<file path="src/rtl/fp_pkg.sv">
// fp_pkg: shared fp32 type, fpu opcodes and helpers
package fp_pkg;
  typedef logic [31:0] fp32_t;
  localparam logic [1:0] FP_OP_ADD = 2'b00;
  localparam logic [1:0] FP_OP_SUB = 2'b01;
  localparam logic [1:0] FP_OP_DIV = 2'b10;
  localparam logic [1:0] FP_OP_MUL = 2'b11;
  localparam fp32_t FP_POS_ZERO = 32'h0000_0000;
  function automatic logic is_nan(input fp32_t x);
    return (&x[30:23]) && (|x[22:0]);
  endfunction
endpackage

</file>
<file path="src/rtl/fp_mac_sequencer.sv">
// fp_mac_sequencer: drives a shared fpu with MUL then ADD per operand pair to form bias + sum(a*b)
module fp_mac_sequencer
  import fp_pkg::*;
#(
  parameter int MAX_LEN = 16,
  parameter int FPU_LAT = 1,
  parameter int RELU_EN = 1
) (
  input  logic                           clk,
  input  logic                           rst,
  input  logic                           start,
  input  logic [31:0]                    bias,
  input  logic                           in_valid,
  output logic                           in_ready,
  input  logic [31:0]                    in_a,
  input  logic [31:0]                    in_b,
  input  logic                           in_last,
  output logic [31:0]                    fpu_a,
  output logic [31:0]                    fpu_b,
  output logic [1:0]                     fpu_opcode,
  input  logic [31:0]                    fpu_o,
  output logic                           out_valid,
  input  logic                           out_ready,
  output logic [31:0]                    out_data,
  output logic [$clog2(MAX_LEN+1)-1:0]   out_count,
  output logic                           out_err,
  output logic                           busy
);
  localparam int CW = $clog2(MAX_LEN + 1);
  localparam int WW = FPU_LAT > 0 ? $clog2(FPU_LAT + 1) : 1;
  typedef enum logic [2:0] {IDLE, FETCH, MUL_WAIT, ADD_WAIT, DONE} state_t;
  state_t state, state_n;
  fp32_t acc;
  logic [CW-1:0] cnt;
  logic [WW-1:0] wcnt;
  logic last_q, last_seen, accept, wdone;
  assign in_ready = state == FETCH;
  assign busy = state != IDLE;
  assign accept = in_ready & in_valid;
  assign wdone = wcnt == '0;
  function automatic fp32_t relu(input fp32_t x);
    return (RELU_EN != 0 && x[31] && !is_nan(x)) ? FP_POS_ZERO : x;
  endfunction
  always_comb begin
    state_n = state;
    case (state)
      IDLE:     if (start) state_n = FETCH;
      FETCH:    if (in_valid) state_n = MUL_WAIT;
      MUL_WAIT: if (wdone) state_n = ADD_WAIT;
      ADD_WAIT: if (wdone) state_n = last_q ? DONE : FETCH;
      DONE:     if (out_ready) state_n = IDLE;
      default:  state_n = IDLE;
    endcase
  end
  // the window result is latched on the edge that captures the final sum
  always_ff @(posedge clk) begin
    if (rst) begin
      state      <= IDLE;
      acc        <= '0;
      cnt        <= '0;
      wcnt       <= '0;
      last_q     <= 1'b0;
      last_seen  <= 1'b0;
      fpu_a      <= '0;
      fpu_b      <= '0;
      fpu_opcode <= FP_OP_ADD;
      out_data   <= '0;
      out_count  <= '0;
      out_err    <= 1'b0;
      out_valid  <= 1'b0;
    end else begin
      state <= state_n;
      if (state == IDLE && start) begin
        acc       <= bias;
        cnt       <= '0;
        out_err   <= 1'b0;
        last_seen <= 1'b0;
      end
      if (accept) begin
        fpu_a      <= in_a;
        fpu_b      <= in_b;
        fpu_opcode <= FP_OP_MUL;
        last_q     <= in_last | (cnt == CW'(MAX_LEN - 1));
        last_seen  <= in_last;
        wcnt       <= WW'(FPU_LAT);
        cnt        <= cnt + 1'b1;
      end
      if ((state == MUL_WAIT || state == ADD_WAIT) && !wdone) wcnt <= wcnt - 1'b1;
      if (state == MUL_WAIT && wdone) begin
        fpu_a      <= acc;
        fpu_b      <= fpu_o;
        fpu_opcode <= FP_OP_ADD;
        wcnt       <= WW'(FPU_LAT);
      end
      if (state == ADD_WAIT && wdone) begin
        acc <= fpu_o;
        if (last_q) begin
          out_data  <= relu(fpu_o);
          out_count <= cnt;
          out_err   <= ~last_seen;
          out_valid <= 1'b1;
        end
      end
      if (state == DONE && out_ready) out_valid <= 1'b0;
    end
  end
endmodule

</file>
<file path="config.mk">
export PLATFORM = sky130hd
export DESIGN_NAME = fp_mac_sequencer
export DESIGN_NICKNAME = d
export VERILOG_FILES = /design/src/rtl/fp_pkg.sv /design/src/rtl/fp_mac_sequencer.sv
export SDC_FILE = /design/constraint.sdc
export NUM_CORES = 1
export LEC_CHECK = 0
export CORE_ASPECT_RATIO = 1.75
export CORE_MARGIN = 1
export CORE_UTILIZATION = 25
export CTS_BUF_LIST = sky130_fd_sc_hd__clkbuf_16
export CTS_CLUSTER_SIZE = 40
export DETAILED_ROUTE_END_ITERATION = 12
export SYNTH_ARGS = -nofsm -noshare
export SYNTH_HDL_FRONTEND = slang
export SYNTH_SLANG_ARGS = --single-unit
export TNS_END_PERCENT = 20
</file>
<file path="constraint.sdc">
create_clock -name clk -period 3.6 [get_ports clk]
set_input_delay 0.72 -clock clk [delete_from_list [all_inputs] [get_ports clk]]
set_output_delay 0.72 -clock clk [all_outputs]
set_load 0.03 [all_outputs]
</file>
# --- Word level (Yosys, flattened, before mapping) ---
# Index checks and enable logic that the tools add are counted.
op_classes:
  bitwise_logic: 4
  eq_ne: 10
  n_reduce_logical: 21
  mux: 24
  n_addsub: 2
ops:
  columns: ["op", "n"]
  rows:
  - ["$mux 32", 7]
  - ["$reduce_or 23->1", 1]
  - ["$mux 3", 6]
  - ["$pmux 3 s5", 1]
  - ["$mux 5", 2]
  - ["$ne 2x2->1 const B", 5]
  - ["$mux 1", 8]
  - ["$reduce_and 8->1", 1]
  - ["$logic_and 1x1->1", 7]
  - ["$eq 3x2->1 const B", 2]
  - ["$reduce_bool 2->1", 3]
  - ["$reduce_bool 3->1", 2]
  - ["$add 5x1->5 const B", 1]
  - ["$eq 5x4->1 const B", 1]
  - ["$reduce_and 5->1", 1]
  - ["$reduce_or 2->1", 2]
  - ["$eq 3x1->1 const B", 1]
  - ["$eq 3x3->1 const B", 1]
  - ["$logic_not 3->1", 1]
  - ["$not 1->1", 2]
  - ["$reduce_and 2->1", 1]
  - ["$and 1x1->1", 1]
  - ["$logic_not 1->1", 1]
  - ["$logic_or 1x1->1", 1]
  - ["2 further kinds", 2]
totals:
  reg_bits: 147

# --- Logic depth before layout (Yosys ltp) ---
# Gate-level depths: netlist (run 1).
depth:
  depth_word: 5
  ltp_mapped: 7
  ltp_nobuf: 6

# --- Worst setup path before layout (run 1) ---
# Ideal clock, no wire load.
synth_timing:
  path_kind: "input to register"
  startpoint: "input rst"
  endpoint: "register out_data[31]"
  path_buffers: 1
  arrival_time_ns: 1.945
  path_slack_ns: 1.596
  cell_stages: 4
  cell_sequence: "buf_2 > or4b_4 > a311oi_4 > a22o_1"
synth_rtl:
  columns: ["item", "line", "text"]
  rows:
  - ["start: declaration", "fp_mac_sequencer.sv:10", "input logic rst,"]
  - ["end signal: assignment", "fp_mac_sequencer.sv:98", "out_data <= relu(fpu_o);"]
  - ["end: declaration", "fp_mac_sequencer.sv:24", "output logic [31:0] out_data,"]

# --- Worst setup path after layout (run 1) ---
layout_timing:
  startpoint: "register state[0]"
  endpoint: "output in_ready"
layout_between:
  elab_chain_cells: 1
layout_lines:
  columns: ["item", "line", "text"]
  rows:
  - ["start: declaration", "fp_mac_sequencer.sv:32", "state_t state, state_n;"]
  - ["start signal: assignment", "fp_mac_sequencer.sv:72", "state <= state_n;"]
  - ["$eq 3x1->1", "fp_mac_sequencer.sv:37", "assign in_ready = state == FETCH;"]
  - ["end: declaration", "fp_mac_sequencer.sv:14", "output logic in_ready,"]
# Every way passes these cells.

==> results of run 1 <==
-- flip-flops by register name, summed over array words and instances (netlist names) --
| name | cells |
|---|---|
| last_q | 1 |
| wcnt | 1 |
| acc | 32 |
| out_valid | 1 |
| out_err | 1 |
| fpu_a | 32 |
| cnt | 5 |
| fpu_b | 32 |
| fpu_opcode | 1 |
| last_seen | 1 |
| out_count | 5 |
| state | 3 |
| out_data | 32 |
-- path summary, 6_finish.rpt --
check,from,end,cells past startpoint
min reg2reg,out_count[3]$_SDFFE_PP0P_,out_count[3]$_SDFFE_PP0P_,2
max reg2reg,state[1]$_SDFFE_PP0P_,out_data[31]$_SDFFE_PP0P_,4
max,state[0]$_SDFFE_PP0P_,in_ready,3
min,out_count[3]$_SDFFE_PP0P_,out_count[3]$_SDFFE_PP0P_,2
-- synthesized netlist by cell type (all sizes together), types with 3 or more instances --
master,count
nor4b,9
clkbuf,32
a22o,24
nor2,81
buf,28
nand3b,5
a22oi,32
a21oi,54
nor3,69
nand3,3
o21bai,8
nand2,52
o22ai,60
nor4,5
a31oi,3
a311oi,6
o21ai,4
dfxtp,147
nand2b,4
-- critical path: cells and delay by family (launching register included) --
kind          cells  cell delay, ns
buf+inv           1            0.71
flops             1            0.67
simple gates      2            0.64
-- power breakdown --
part           switching (W)  internal (W)  total [W]
clock network       0.000664      0.000986    0.00165
registers          0.0000778       0.00175    0.00183
logic               0.000527      0.000417   0.000944
-- layout make-up --
class	count	area (sq um)	area share (%)
Multi-Input combinational cell	435	2510	28.1
Clock buffer	17	425	4.77
Clock inverter	13	106	1.19
Inverter	2	7.51	0.0841
Timing Repair Buffer	259	2570	28.8
Tap cell	296	370	4.15
Sequential cell	147	2940	33.0
-- stage by stage --
step | util, % | instance area [sq um] | hold WS, ns | instances | power (W)
finish | 40.3 | 8930 | 0.452 | 1169 | 0.00442
global route | 40.3 | 8930 | 0.474 | 1169 | 0.00462
CTS | 40.3 | 8930 | 0.454 | 1169 | 0.00448
detailed placement | 37.9 | 8390 | 0.446 | 1139 | 0.00281
global placement | 37.9 | 8390 | 0.444 | 1139 | 0.00281
floorplan | - | 5670 | 0.436 | 644 | 0.00233
-- logic make-up (layout without fill, tap and decap cells) --
group | count (synthesis) | in the layout
simple gates | 241 | 241
compound gates | 192 | 192
flops | 147 | 147
buf+inv | 62 | 291
fa+ha+maj | 2 | 2
-- layer usage --
metal,wire [um],GRT usage [%],up-vias
met5,0,0,-
met4,518,7.55,0
met3,1320,4.34,32
met2,12200,35.9,224
met1,8960,21.9,2720
li1,-,-,2783
==> impl_metrics.csv, run 1 <==
group,metric,value,unit
global_routing,grt_pass1_vias,5613,
yosys,synth_cells,644,
yosys,synth_fa_ha_area_share,0.441,%
setup_path,cp.arrival,2.44,ns
floorplanning,dieArea,23300,sq um
cells_and_area,fillers,2300,
yosys,synth_mux_area_share,0,%
yosys,synth-simple-area-share,20.4,%
setup_path,crit_path_start_kind,"flip-flop",
clock_network,cts.sink_count,147,
yosys,ys_seq_area_share,51.9,%
timing,fin_crit,3.16,ns
clock_network,cts_tree,"built",
floorplanning,die_w,116,um
cells_and_area,area_growth,57.3,%
min_path,hold_class,"flip-flop to flip-flop",
placed_design,pre_cts_ws,0.695,ns
clock_network,cts_setup_buffers,0,
power_and_ir_drop,power_leakage,3.15,nW
yosys,synth_ff_type,"dfxtp_1",
timing,slew_headroom,41.6,%
timing,tightest_slew,0.875,ns
yosys,ys_async_sr_fraction,0,%
cells_and_area,final_nets,998,
setup_path,crit_required,2.88,ns
route,drtAntennaViolNets,0,
yosys,synth_compound_area_share,22.6,%
setup_path,cp_slowest_stage_delay,0.71,ns
cells_and_area,most-common-layout-cells,"clkdlybuf4s50_1 (239), dfxtp_1 (147), nor2_1 (78)",
route,wl_per_cell,19.6,um
yosys,synth-edff-count,0,
timing,hold_violations,0,
floorplanning,core_area,22200,sq um
cells_and_area,drive_gt1_share,6.07,%
status,status,"completed",
clock_network,cts.htree.levels,4,
floorplanning,start_util,25.6,%
setup_path,worstSetupPathType,"flip-flop to output pin",
power_and_ir_drop,peakVddDrop,0.000260,V
yosys,synth_nets,780,
setup_path,crit_path_cell_trace,"nand2b_1 > nor2_1 > clkdlybuf4s50_1",
power_and_ir_drop,power.density,495,nW/um^2
setup_path,reg2reg_slack,0.95,ns
route,drc,0,
yosys,syn_avg_cell_area,8.81,sq um
timing,rsz0062_at_grt,"no",
yosys,ys_types,38,
clock_network,clock_latency,0.43,ns
clock_network,cts_resized,0,
timing,setup_viol,0,
global_routing,antenna_found_initial,0,
global_routing,grt_max_degree,80,
route,drt_iter0_markers,408,
job,cap_viol_max_count,0,
placed_design,portBuffers,240,
global_routing,grt_pass1_wl,33900,um
clock_network,path_clk_slew,0.06,ns
timing,final.setup.worst_slack,0.437,ns
floorplanning,die-height,201,um
timing,skew,0.0100,ns
timing,fin_setup_tns,0,ns
clock_network,root_buffer,"clkbuf_16",
setup_path,path_max_fanout,14,
cells_and_area,n_antenna_cell,0,
yosys,syn-cell-area,5670,sq um
clock_network,hold_buffers,0,
cells_and_area,final_common_cell,"clkdlybuf4s50_1",
yosys,synth_top_family_by_area,"compound AO/OA/AOI/OAI gates",
route,drt-total-wl,23000,um
yosys,ys_top_cells_by_area,"dfxtp_1 (52%), o22ai_1 (6.6%), nor3_1 (6.1%)",
timing,fmax,316,MHz
global_routing,grt_overflow,0,
yosys,synth_seq_cells,147,
clock_network,cts_made_buffers,17,
route,dr.pass1.iters,5,
yosys,synth_top_area_share,51.9,%
timing,post-route-period-util,87.9,%
floorplanning,io-pin-count,241,
floorplanning,rows,72,
setup_path,crit_path_top_delay_cell,"clkdlybuf4s50_1",
yosys,synth-xor-area-share,0,%
global_routing,grt_usage,19.8,%
clock_network,clockBufferDepth,2,
yosys,yosysTopAreaCell,"dfxtp_1",
placed_design,gp_congestion,0.772,
timing,drv_slew,0,
yosys,yosysWarnings,0,
route,route.vias.total,5759,
setup_path,end_kind,"output pin",
placed_design,hpwl,16400,um
route,viasPerCell,4.93,
Note: power is estimated with default switching activity, not from simulation.
==> run 2, diff against run 1 <==
--- a/config.mk
+++ b/config.mk
@@ -9,6 +9,7 @@
 export CORE_MARGIN = 1
 export CORE_UTILIZATION = 25
 export CTS_BUF_LIST = sky130_fd_sc_hd__clkbuf_16
+export CTS_CLUSTER_DIAMETER = 50
 export CTS_CLUSTER_SIZE = 40
 export DETAILED_ROUTE_END_ITERATION = 12
 export SYNTH_ARGS = -nofsm -noshare
==> results of run 2 <==
Final layout, timing and power as in run 1 (identical DEF).
